`config.mk`:
```
export PLATFORM = sky130hd
export DESIGN_NAME = tetris_move_scheduler
export DESIGN_NICKNAME = d
export VERILOG_FILES = /design/src/rtl/tetris_move_scheduler_pkg.sv /design/src/rtl/tetris_drop_timer.sv /design/src/rtl/tetris_move_scheduler.sv
export SDC_FILE = /design/constraint.sdc
export NUM_CORES = 1
export LEC_CHECK = 0
export ABC_CLOCK_PERIOD_IN_PS = 2400
export CAP_MARGIN = 20
export CORE_MARGIN = 5
export CORE_UTILIZATION = 35
export DETAILED_ROUTE_END_ITERATION = 16
export GPL_ROUTABILITY_DRIVEN = 1
export HOLD_SLACK_MARGIN = 0.08
export RECOVER_POWER = 25
export SLEW_MARGIN = 20
export SYNTH_ARGS = -nofsm -noshare
export SYNTH_HDL_FRONTEND = slang
export SYNTH_HIERARCHICAL = 1
export SYNTH_SLANG_ARGS = --single-unit
```
`constraint.sdc`:
```
create_clock -name clk -period 2.4 [get_ports clk]
set_input_delay 0.6 -clock clk [delete_from_list [all_inputs] [get_ports clk]]
set_output_delay 0.6 -clock clk [all_outputs]
set_load 0.02 [all_outputs]
```
`src/rtl/tetris_move_scheduler_pkg.sv`:
```
// Shared encodings for the move scheduler: board-check opcodes, FSM states
// and default timing/scoring constants.
package tetris_pkg;

  localparam int DROP_TICKS_DEF = 50_000_000;
  localparam int WIN_SCORE_DEF  = 10;
  localparam int DROP_CNT_W     = 27;

  localparam logic [1:0] OP_DOWN  = 2'b00;
  localparam logic [1:0] OP_LEFT  = 2'b01;
  localparam logic [1:0] OP_RIGHT = 2'b10;
  localparam logic [1:0] OP_ROT   = 2'b11;

  typedef enum logic [2:0] {
    IDLE  = 3'd0,
    SPAWN = 3'd1,
    FALL  = 3'd2,
    CHECK = 3'd3,
    LOCK  = 3'd4,
    CLEAR = 3'd5,
    WIN   = 3'd6,
    OVER  = 3'd7
  } state_t;

endpackage

```
`src/rtl/tetris_drop_timer.sv`:
```
// Gravity counter: counts while run is high, restarts on clr, and flags
// the cycle it reaches DROP_TICKS-1 (where it wraps to zero).
module tetris_drop_timer
  import tetris_pkg::*;
#(
  parameter int DROP_TICKS = DROP_TICKS_DEF
) (
  input  logic                  clk,
  input  logic                  rst,
  input  logic                  run,
  input  logic                  clr,
  output logic                  tick,
  output logic [DROP_CNT_W-1:0] cnt
);

  localparam logic [DROP_CNT_W-1:0] LAST = DROP_CNT_W'(DROP_TICKS - 1);

  assign tick = run && (cnt == LAST);

  always_ff @(posedge clk or posedge rst) begin
    if (rst) begin
      cnt <= '0;
    end else if (!run || clr || tick) begin
      cnt <= '0;
    end else begin
      cnt <= cnt + 1'b1;
    end
  end

endmodule

```
`src/rtl/tetris_move_scheduler.sv`:
```
// Piece life-cycle sequencer: arbitrates gravity and player moves into one
// board check at a time, then drives lock, line-clear, scoring and respawn.
module tetris_move_scheduler
  import tetris_pkg::*;
#(
  parameter int DROP_TICKS = DROP_TICKS_DEF,
  parameter int WIN_SCORE  = WIN_SCORE_DEF,
  parameter int SCORE_W    = 8
) (
  input  logic                  clk,
  input  logic                  rst,
  input  logic                  btn_left,
  input  logic                  btn_right,
  input  logic                  btn_rot,
  input  logic                  btn_down,
  output logic                  chk_req,
  output logic [1:0]            chk_op,
  input  logic                  chk_done,
  input  logic                  chk_ok,
  output logic                  lock_req,
  output logic                  clear_req,
  input  logic                  clear_done,
  input  logic [2:0]            lines_cleared,
  output logic                  spawn_req,
  input  logic                  spawn_done,
  input  logic                  spawn_blocked,
  output logic [DROP_CNT_W-1:0] drop_cnt,
  output logic                  piece_active,
  output logic [SCORE_W-1:0]    score,
  output logic                  win,
  output logic                  game_over,
  output state_t                state_dbg
);

  // Handshakes: each *_req is a one-cycle pulse; the matching *_done pulse is
  // only honoured while the FSM waits in the corresponding state, and status
  // inputs (chk_ok, lines_cleared, spawn_blocked) are sampled with their done.

  state_t state;
  logic   grav_pend, rot_pend, left_pend, right_pend;
  logic   tick, run;
  logic   spawn_entry;
  logic   win_hit;
  logic [SCORE_W:0]   score_sum;
  logic [SCORE_W-1:0] score_new;

  assign run       = (state == IDLE) || (state == FALL) || (state == CHECK);
  assign state_dbg = state;

  tetris_drop_timer #(.DROP_TICKS(DROP_TICKS)) u_timer (
    .clk  (clk),
    .rst  (rst),
    .run  (run),
    .clr  (btn_down),
    .tick (tick),
    .cnt  (drop_cnt)
  );

  always_comb begin
    score_sum   = {1'b0, score} + (SCORE_W+1)'(lines_cleared);
    score_new   = score_sum[SCORE_W] ? '1 : score_sum[SCORE_W-1:0];
    win_hit     = score_new >= SCORE_W'(WIN_SCORE);
    spawn_entry = ((state == IDLE) && tick) ||
                  ((state == CLEAR) && clear_done && !win_hit);
  end

  always_ff @(posedge clk or posedge rst) begin
    if (rst) begin
      state        <= IDLE;
      grav_pend    <= 1'b0;
      rot_pend     <= 1'b0;
      left_pend    <= 1'b0;
      right_pend   <= 1'b0;
      chk_req      <= 1'b0;
      chk_op       <= OP_DOWN;
      lock_req     <= 1'b0;
      clear_req    <= 1'b0;
      spawn_req    <= 1'b0;
      piece_active <= 1'b0;
      score        <= '0;
      win          <= 1'b0;
      game_over    <= 1'b0;
    end else begin
      chk_req   <= 1'b0;
      lock_req  <= 1'b0;
      clear_req <= 1'b0;
      spawn_req <= 1'b0;

      case (state)
        IDLE: begin
          if (tick) begin
            state     <= SPAWN;
            spawn_req <= 1'b1;
          end
        end
        FALL: begin
          if (grav_pend || rot_pend || left_pend || right_pend) begin
            chk_req <= 1'b1;
            state   <= CHECK;
            if (grav_pend) begin
              chk_op    <= OP_DOWN;
              grav_pend <= 1'b0;
            end else if (rot_pend) begin
              chk_op   <= OP_ROT;
              rot_pend <= 1'b0;
            end else if (left_pend) begin
              chk_op    <= OP_LEFT;
              left_pend <= 1'b0;
            end else begin
              chk_op     <= OP_RIGHT;
              right_pend <= 1'b0;
            end
          end
        end
        CHECK: begin
          if (chk_done) begin
            if ((chk_op == OP_DOWN) && !chk_ok) begin
              state        <= LOCK;
              lock_req     <= 1'b1;
              piece_active <= 1'b0;
            end else begin
              state <= FALL;
            end
          end
        end
        LOCK: begin
          clear_req <= 1'b1;
          state     <= CLEAR;
        end
        CLEAR: begin
          if (clear_done) begin
            score <= score_new;
            if (win_hit) begin
              state <= WIN;
              win   <= 1'b1;
            end else begin
              state     <= SPAWN;
              spawn_req <= 1'b1;
            end
          end
        end
        SPAWN: begin
          if (spawn_done) begin
            if (spawn_blocked) begin
              state     <= OVER;
              game_over <= 1'b1;
            end else begin
              state        <= FALL;
              piece_active <= 1'b1;
            end
          end
        end
        default: ;
      endcase

      // New pulses override the issue-time clear; SPAWN entry overrides both.
      if (tick || btn_down) grav_pend  <= 1'b1;
      if (btn_rot)          rot_pend   <= 1'b1;
      if (btn_left)         left_pend  <= 1'b1;
      if (btn_right)        right_pend <= 1'b1;
      if (spawn_entry) begin
        grav_pend  <= 1'b0;
        rot_pend   <= 1'b0;
        left_pend  <= 1'b0;
        right_pend <= 1'b0;
      end
    end
  end

endmodule

```
==> summary.md <==
| Metric | Value |
|---|---|
| Standard-cell rows | `33` |
| Pwr Density | `873 mW/mm^2` |
| CTS root buffer | `clkbuf_8` |
| Worst setup margin | `0.0356 ns` |
| Vias in the first global route | `2605` |
| Core Box Area | `0.00809 mm^2` |
| Final Slew Violations | `0` |
| RR Endpoint | `state_dbg[0]$_DFFE_PP0P_` |
| Largest cells by area after synthesis | `dfrtp_1 (45%), a211oi_1 (3.7%), nand2_1 (3.0%)` |
| Achievable Freq | `423 MHz` |
| Die area | `0.0101 mm^2` |
| Mapped Area | `0.00285 mm^2` |
| Clock latency on the worst-skew pair | `0.31 ns` |
| Ys flop type | `dfrtp_1` |
| Clock-pin slew on the worst setup and hold paths | `0.08 ns` |
| GRT overflow | `0` |
| Crit path max fanout | `4` |
| Dpl cell area | `0.00378 mm^2` |
| Endpoints failing hold | `0` |
| Placed Instances | `479` |
| Synth warn | `6` |
| TritonCTS clock tree | `built` |
| Initial core utilization | `35.3%` |
| Clk network pwr share | `17.0%` |
| Die extent in y | `100 um` |
| Gp weighted congestion | `0.906` |
| Reg2Reg Depth | `7` |
| Status | `completed` |
| Post-synthesis async set-or-reset flop share | `100%` |
| Crit. End Element | `register` |
| Hold_ws | `0.470 ns` |
| Cells after synthesis | `295` |
| Share of layout cells above drive strength 1 | `21.4%` |
| Number of synthesized flops with an enable pin | `0` |
| P&R area growth vs syn | `41.6%` |
| Yosys cell types | `62` |
| Drt total wl | `7.57 mm` |
| Seq/Total Area, Yosys | `44.7%` |
| Cells on Worst Hold Path | `1` |
| Most numerous cell in the Yosys netlist | `dfrtp_1` |
| Sw Ratio | `37.4%` |
| Worst Path Arrival | `2.54 ns` |
| Fin crit share | `98.5%` |
| Top Ports | `61` |
| RSZ-0062 raised after global routing | `yes` |
| Yosys top cell by area | `dfrtp_1` |
| Drt drc | `0` |
| Worst vdd ir | `0.286 mV` |
| Detail Placement HPWL | `5.51 mm` |
| Final ANT Viol Nets | `0` |
| Die Span X | `100 um` |
| Layout Nets | `402` |
| Starting DRT DRC Count | `79` |
| Slew @ Worst Pin | `0.520 ns` |
| Most frequent cells after synthesis | `dfrtp_1 (51), nand2_1 (23), nor2_1 (17)` |
| Max-cap violations | `0` |
| Syn Nets | `314` |
| Global-route wire length before repair | `12.7 mm` |
| Sink Count | `51` |
| Worst Setup Start Kind | `input port` |
| Pre-CTS WS | `-0.584 ns` |
| Reg power frac | `33.6%` |
| Post-synth top area share | `44.7%` |
| Hold Path End | `game_over$_DFFE_PP0P_` |
| Clock Path Buffers | `2` |
| Vias | `2681` |
| Pint | `2.21 mW` |
| RR Startpoint | `score[0]$_DFFE_PP0P_` |
| WL/cell | `15.5 um` |
| Post-layout min period | `2.36 ns` |
| Syn_area_per_cell | `9.67 um^2` |
| Pin count of the biggest net entering global routing | `24` |
| GRT Util Overall | `15.4%` |
| NetSw | `1.32 mW` |
| WS Path Type | `in -> reg` |
| Hold Crit Class | `reg -> reg` |
| Cell area after layout | `0.00404 mm^2` |
| Num CTS Buffers | `5` |
| Flop2flop setup slack | `0.09 ns` |
| Filler-free cell count of the finished design | `489` |
| #FFs+latches synth | `51` |
| Gate power share | `49.4%` |
| Port Buffer Count | `60` |
| Setup TNS | `0 ns` |
| Leak | `1.54 nW` |
| Min-delay src | `game_over$_DFFE_PP0P_` |
| DRT Pass-1 Iters | `4` |
| CTS Hold Buffers Added | `0` |
| Via density | `5.48` |
| Final setup vio count | `0` |
| Antenna Diode Count | `0` |
| Worst Clk Skew | `0.0135 ns` |
| Initial antenna violation count | `0` |
| CTS H-tree lvls | `2` |
| CP Data Required Time | `2.58 ns` |
| Worst slew margin | `65.3%` |
## final cells by class
cell class | instances | area [um^2]
Multi-Input combinational cell | 217 | 1570
Clock buffer | 7 | 76.3
Sequential cell | 51 | 1280
Timing Repair Buffer | 98 | 916
Tap cell | 105 | 131
Inverter | 10 | 37.5
Fill cell | 782 | 4050
Clock inverter | 1 | 30.0
## stage by stage
| step | total power, mW | utilization [%] |
|---|---|---|
| 3_3_place_gp | 2.74 | 46.7 |
| 2_1_floorplan | 2.18 | - |
| 3_5_place_dp | 2.76 | 46.7 |
| 6_report | 3.53 | 49.9 |
| 5_1_grt | 3.75 | 49.9 |
| 4_1_cts | 3.47 | 48.9 |
## cells in the final DEF, fill, tap and decap left out, types with 5 or more instances in the layout
cell,count
a211oi_1,11
a21oi_1,9
and3_1,5
buf_4,36
clkbuf_8,5
clkdlybuf4s50_1,56
dfrtp_1,48
inv_1,10
nand2_1,23
nand3_1,15
nand4_1,10
nor2_1,16
nor3_1,14
o21ai_0,14
o31ai_1,5
or3_1,9
or4_1,7
xnor2_1,9
## critical path, stage by stage
cell             delay [ns]
clkdlybuf4s15_1        0.17
ha_2                   0.20
fa_2                   0.41
a21oi_4                0.23
nor2_1                 0.10
a311oi_2               0.40
nor2_2                 0.11
a311o_1                0.33
## state kept, by name (all words and copies together) (netlist names)
| register | count |
|---|---|
| left_pend | 1 |
| score | 8 |
| clear_req | 1 |
| lock_req | 1 |
| spawn_req | 1 |
| win | 1 |
| state_dbg | 3 |
| grav_pend | 1 |
| piece_active | 1 |
| rot_pend | 1 |
| right_pend | 1 |
| chk_req | 1 |
| u_timer/cnt | 27 |
| chk_op | 2 |
| game_over | 1 |
## worst max-delay path by stage
| stage | from | end | slack, ns | depth (start not counted) |
|---|---|---|---|---|
| floorplan | state_dbg[0]$_DFFE_PP0P_ | state_dbg[0]$_DFFE_PP0P_ | -0.10 | 12 |
| global placement | lines_cleared[0] | left_pend$_DFFE_PP0P_ | -0.56 | 9 |
| detailed placement | lines_cleared[0] | state_dbg[0]$_DFFE_PP0P_ | -0.58 | 8 |
| CTS | state_dbg[0]$_DFFE_PP0P_ | state_dbg[0]$_DFFE_PP0P_ | 0.002 | 10 |
| global route | lines_cleared[0] | state_dbg[0]$_DFFE_PP0P_ | -0.02 | 8 |
| finish | lines_cleared[0] | state_dbg[0]$_DFFE_PP0P_ | 0.04 | 8 |
## layer usage
metal / track usage, % / up-vias / part of all wire, %
li1: - / 1278 / -
met4: 4.56 / 0 / 1.1
met2: 24.7 / 76 / 48
met3: 2.99 / 7 / 5.7
met5: 0 / - / 0
met1: 21.1 / 1320 / 45
## cell families after synthesis
family / synth area share (%)
xor gates and xnor gates: 3.99
muxes: 1.18
and+or+nand+nor: 24.5
DFF: 44.7
buffers and inverters: 5.61
AOI/OAI and AO/OA: 17.6
adders and majority gates: 2.46
## what timing repair did
item	4_1_cts	5_1_grt
endpoints found under the setup margin	13	12
pin swaps	10	10
setup buffers	0	3
gates resized for setup	13	12
## power groups by stage
| stage | logic [mW] | registers (mW) | clock network, mW |
|---|---|---|---|
| after global routing | 1.89 | 1.21 | 0.642 |
| after global placement | 1.56 | 1.18 | 0 |
| after floorplan | 0.868 | 1.31 | 0 |
| after detailed placement | 1.57 | 1.19 | 0 |
| final | 1.74 | 1.18 | 0.599 |
| after CTS | 1.67 | 1.18 | 0.620 |
Power figures use the tool's default switching activity.
==> RTL change 1, RTL diff (same settings) <==
Change the package constant `DROP_TICKS_DEF` from 50_000_000 to 25_000_000.
--- a/src/rtl/tetris_move_scheduler_pkg.sv
+++ b/src/rtl/tetris_move_scheduler_pkg.sv
@@ -3,5 +3,5 @@
 package tetris_pkg;
 
-  localparam int DROP_TICKS_DEF = 50_000_000;
+  localparam int DROP_TICKS_DEF = 25_000_000;
   localparam int WIN_SCORE_DEF  = 10;
   localparam int DROP_CNT_W     = 27;
Function: same outputs for any inputs over 10 cycles, from zero or initial values and one cycle with rst high; that may be too few to reach the edited logic, so the function may still have changed.
==> RTL change 1 against the unedited design <==
Area after synthesis increased by 1.9%; worst hold slack improved by 0.0025 ns; highest routed layer unchanged; first-iteration DRC count decreased by 6.3%; setup slack got worse by 0.0036 ns; sequential cell count unchanged; global-route usage decreased by 0.51 points; largest power group unchanged; largest cell class unchanged; final cell count increased by 0.41%; die area increased by 1.7%; final area decreased by 2.3%; power decreased by 4.1%; wire length decreased by 2.1%.
==> RTL change 1: results (changes against the unedited design) <==
met3 GRT Util=3.650% (+0.66 points); nets=404 (+0.50%); WHS=0.4724 ns (+0.002477 ns); drt first-iter violations=74 (-6.3%); sequential power share=34.7% (+1.1 points); Post-Layout Cell Count=491 (+0.41%); Clock Power=552 uW (-7.8%); met2 wire len=3496 um (-4.1%); commonest cells in the netlist=dfrtp_1 (51), nor2_1 (25), a21oi_1 (23); pwr dens=856.6 nW/um^2 (-1.8%); gpl congestion=0.8106 (-11%); post-layout min period=2.368 ns (+0.003643 ns); clk_skew=0.01197 ns (-0.001540 ns); number of vias per cell=5.397 (-1.6%); total track usage=14.87% (-0.51 points); FF-to-FF path depth=6 (-1); CP arrival=2.56 ns (+0.02 ns); routed length on met3=462 um (+6.2%); Max VDD drop=0.2529 mV (-11%); GRT met1 Usage=19.58% (-1.5 points); Placement Cell Area=3755 um^2 (-0.66%); Cells after DPL=481 (+0.42%); slowest CP cell=clkdlybuf4s50_1; met1 WL=3349 um (-1.8%); Critical Path Start=lines_cleared[2]; number of global-route vias before repair=2,555 (-1.9%); Avg WL per Cell=15.10 um (-2.5%); post-synth net total=317 (+0.96%); status=finished clean; largest net degree at the start of global routing=28 (+17%); pre-CTS setup slack=-0.5583 ns (+0.02524 ns); leak pwr=0.001535 uW (-0.64%); share of cells above drive strength 1=18.65% (-2.7 points); detailed placer's ending HPWL=5429 um (-1.4%); post-CTS setup buffer count=2 (+2); Slew headroom=52.76% (-13 points)
-- RTL change 1: cell types whose count changed after synthesis, moves of 4 or more --
cell	change
a211oi_1	-10
a21oi_1	+12
and2_1	+4
clkbuf_1	-7
nand4_1	+5
nor2_1	+8
nor3_1	-13
nor4_1	+4
xor2_1	+4
-- RTL change 1: area by class of cell --
| cell class | instances | area, um^2 |
|---|---|---|
| Fill cell | 814 | 4227 |
| Multi-Input combinational cell | 225 | 1564 |
| Sequential cell | 51 | 1276 |
| Timing Repair Buffer | 93 | 843.3 |
| Tap cell | 105 | 131.4 |
| Clock buffer | 8 | 100.1 |
| Inverter | 9 | 33.78 |
-- RTL change 1: kinds of logic after synthesis --
group                      count (synthesis)  share of synthesized area, %
AOI/OAI and AO/OA                         67                         15.92
xor gates and xnor gates                  14                         4.217
DFF                                       51                         43.89
buffers and inverters                     22                         5.636
muxes                                      3                         1.162
and+or+nand+nor                          136                         26.76
adders and majority gates                  5                         2.410
==> RTL change 2, RTL diff (same flow settings) <==
Made on the original files. Register the output `drop_cnt`, with the module's reset; this adds one clock of latency there. The other outputs are not delayed to match.
--- a/src/rtl/tetris_move_scheduler.sv
+++ b/src/rtl/tetris_move_scheduler.sv
@@ -33,4 +33,6 @@
 );
 
+  logic [DROP_CNT_W-1:0] drop_cnt_d;
+
   // Handshakes: each *_req is a one-cycle pulse; the matching *_done pulse is
   // only honoured while the FSM waits in the corresponding state, and status
@@ -54,5 +56,5 @@
     .clr  (btn_down),
     .tick (tick),
-    .cnt  (drop_cnt)
+    .cnt  (drop_cnt_d)
   );
 
@@ -168,4 +170,12 @@
   end
 
+  always_ff @(posedge clk or posedge rst) begin
+    if (rst) begin
+      drop_cnt <= '0;
+    end else begin
+      drop_cnt <= drop_cnt_d;
+    end
+  end
+
 endmodule
 
Behaviour: not the same (Yosys sat finds a counterexample within 4 cycles, from zero or initial values and one cycle with rst high).
==> RTL change 2 against the unedited design <==
The flow now finishes with violations (negative setup slack); sequential cell count rose by 27; final cell count increased by 13%; wire length increased by 11%; area after synthesis rose by 23%; final area grew 17%; setup slack got worse by 0.038 ns; critical path type unchanged; critical endpoint is now spawn_req$_DFF_PP0_; highest routed layer unchanged.
Power is not compared: it rests on default switching activity, and its combinational part moved more than twofold at a synthesized area within 25%.
==> RTL change 2: results (changes against the unedited design) <==
CTS clock-pin slew for the worst setup and hold paths=0.08 ns (about the same); Slowest Stage Delay on Critical Path=0.42 ns; post-synth net total=349 (+11%); Mean Syn Cell Area=10.61 um^2 (+9.7%); Compound-Gate Fraction of Synth Area=14.51% (-3.1 points); Worst-Skew Late Latency=0.34 ns (+0.03 ns); setup TNS=-0.002852 ns (-0.002852 ns); Max VDD drop=0.3405 mV; Cells after DPL=532 (+11%); final setup fails=1 (+1); Post-Layout Cell Count=552 (+13%); post-synthesis mux area share=0.3217% (-0.86 points); Synth area leaders=dfrtp_1 (56%), a211oi_1 (3.0%), nor3_1 (3.0%); maximum fanout along the worst path=6 (+2); Regs by FF count=drop_cnt (27), u_timer/cnt (27), score (8); HP Class=reg -> reg; CTS Buffer Depth=2 (unchanged); Worst-Margin Slew=1.230 ns (+0.7105 ns); total track usage=14.82% (-0.56 points); synth unique cells=58 (-6.5%); slowest CP cell=fa_2; yosys warns=6 (unchanged); Final WS setup=-0.002852 ns (-0.03842 ns); pre-CTS setup slack=-0.5337 ns (+0.04991 ns); drt first-iter violations=106 (+34%); Num CTS Buffers=9 (+4); gpl congestion=0.7942 (-12%); drt pass-1 iters=4 (unchanged); Synth async-reset ratio=100.0% (unchanged); commonest cells in the netlist=dfrtp_1 (78), nor2_1 (24), nand2_1 (21), nor3_1 (21), a21oi_1 (18); largest net degree at the start of global routing=52 (+120%); first-pass GRT wire length=14,120 um (+11%); nets=433 (+7.7%); Placement Cell Area=4394 um^2 (+16%); detailed placer's ending HPWL=5677 um (+3.1%); Final Cell Area=4730 um^2 (+17%); synthesized-area fraction occupied by adder cells=2.001% (-0.45 points); Via Count=2,857 (+6.6%); status=finished, violations left; failing checks=negative setup slack; sequential area share after synthesis=55.75% (+11 points); clk_skew=0.008312 ns (-0.005198 ns); final wirelength=8437 um (+11%); Layout fillers=925 (+18%); xor and xnor area share after synthesis=3.002% (-0.99 points); CP arrival=2.64 ns (+0.10 ns); share of cells above drive strength 1=16.23% (-5.1 points); PortBufs=60 (unchanged); H-Tree Level Count=3 (+1); FF-to-FF path depth=9 (+2); WHS Path Cells=0 (-1)
RTL change 2: timing repair:
item                                    CTS  global route
endpoints found under the setup margin    9            10
hold buffers                              0             0
buffers inserted                          1             3
pin swaps                                 9             8
gates resized for setup                   9            13
endpoints found under the hold margin     0             0
RTL change 2: routing by layer:
metal | share of wire, % | wire (um) | track usage, %
met1 | 46 | 3923 | 20.03
met4 | 1.4 | 117 | 5.343
met5 | 0 | 0 | 0
met2 | 48 | 4057 | 23.92
met3 | 4.0 | 338 | 2.621
RTL change 2: critical path, delay by kind of cell:
| kind | cells | cell delay (ns) |
|---|---|---|
| AOI/OAI and AO/OA | 3 | 0.47 |
| adders and majority gates | 2 | 0.62 |
| buffers and inverters | 3 | 0.54 |
| and+or+nand+nor | 2 | 0.40 |
RTL change 2: path summary, 6_finish.rpt:
kind                                            endpoint                      start  slack, ns
worst min-delay path              drop_cnt[22]$_DFF_PP0_  u_timer/cnt[22]$_DFF_PP0_       0.44
max in group asynchronous       state_dbg[0]$_DFFE_PP0P_                        rst       0.45
min in group asynchronous       u_timer/cnt[8]$_DFF_PP0_                        rst       0.79
worst min register to register    drop_cnt[22]$_DFF_PP0_  u_timer/cnt[22]$_DFF_PP0_       0.44
worst max register to register       spawn_req$_DFF_PP0_       score[0]$_DFFE_PP0P_       0.09
worst max-delay path                 spawn_req$_DFF_PP0_           lines_cleared[0]     -0.003
RTL change 2: final cells by class:
class / instances / share of cell area (%)
Sequential cell: 78 / 41.30
Multi-Input combinational cell: 225 / 32.28
Timing Repair Buffer: 88 / 16.80
Tap cell: 133 / 3.519
Clock buffer: 9 / 2.619
Clock inverter: 7 / 2.540
Inverter: 12 / 0.9524
RTL change 2: where the power goes:
part	leakage, uW	internal, uW	switching (uW)
registers	0.00106	1320	5.17
logic	0.000796	41.3	61.3
clock network	0.000120	696	498
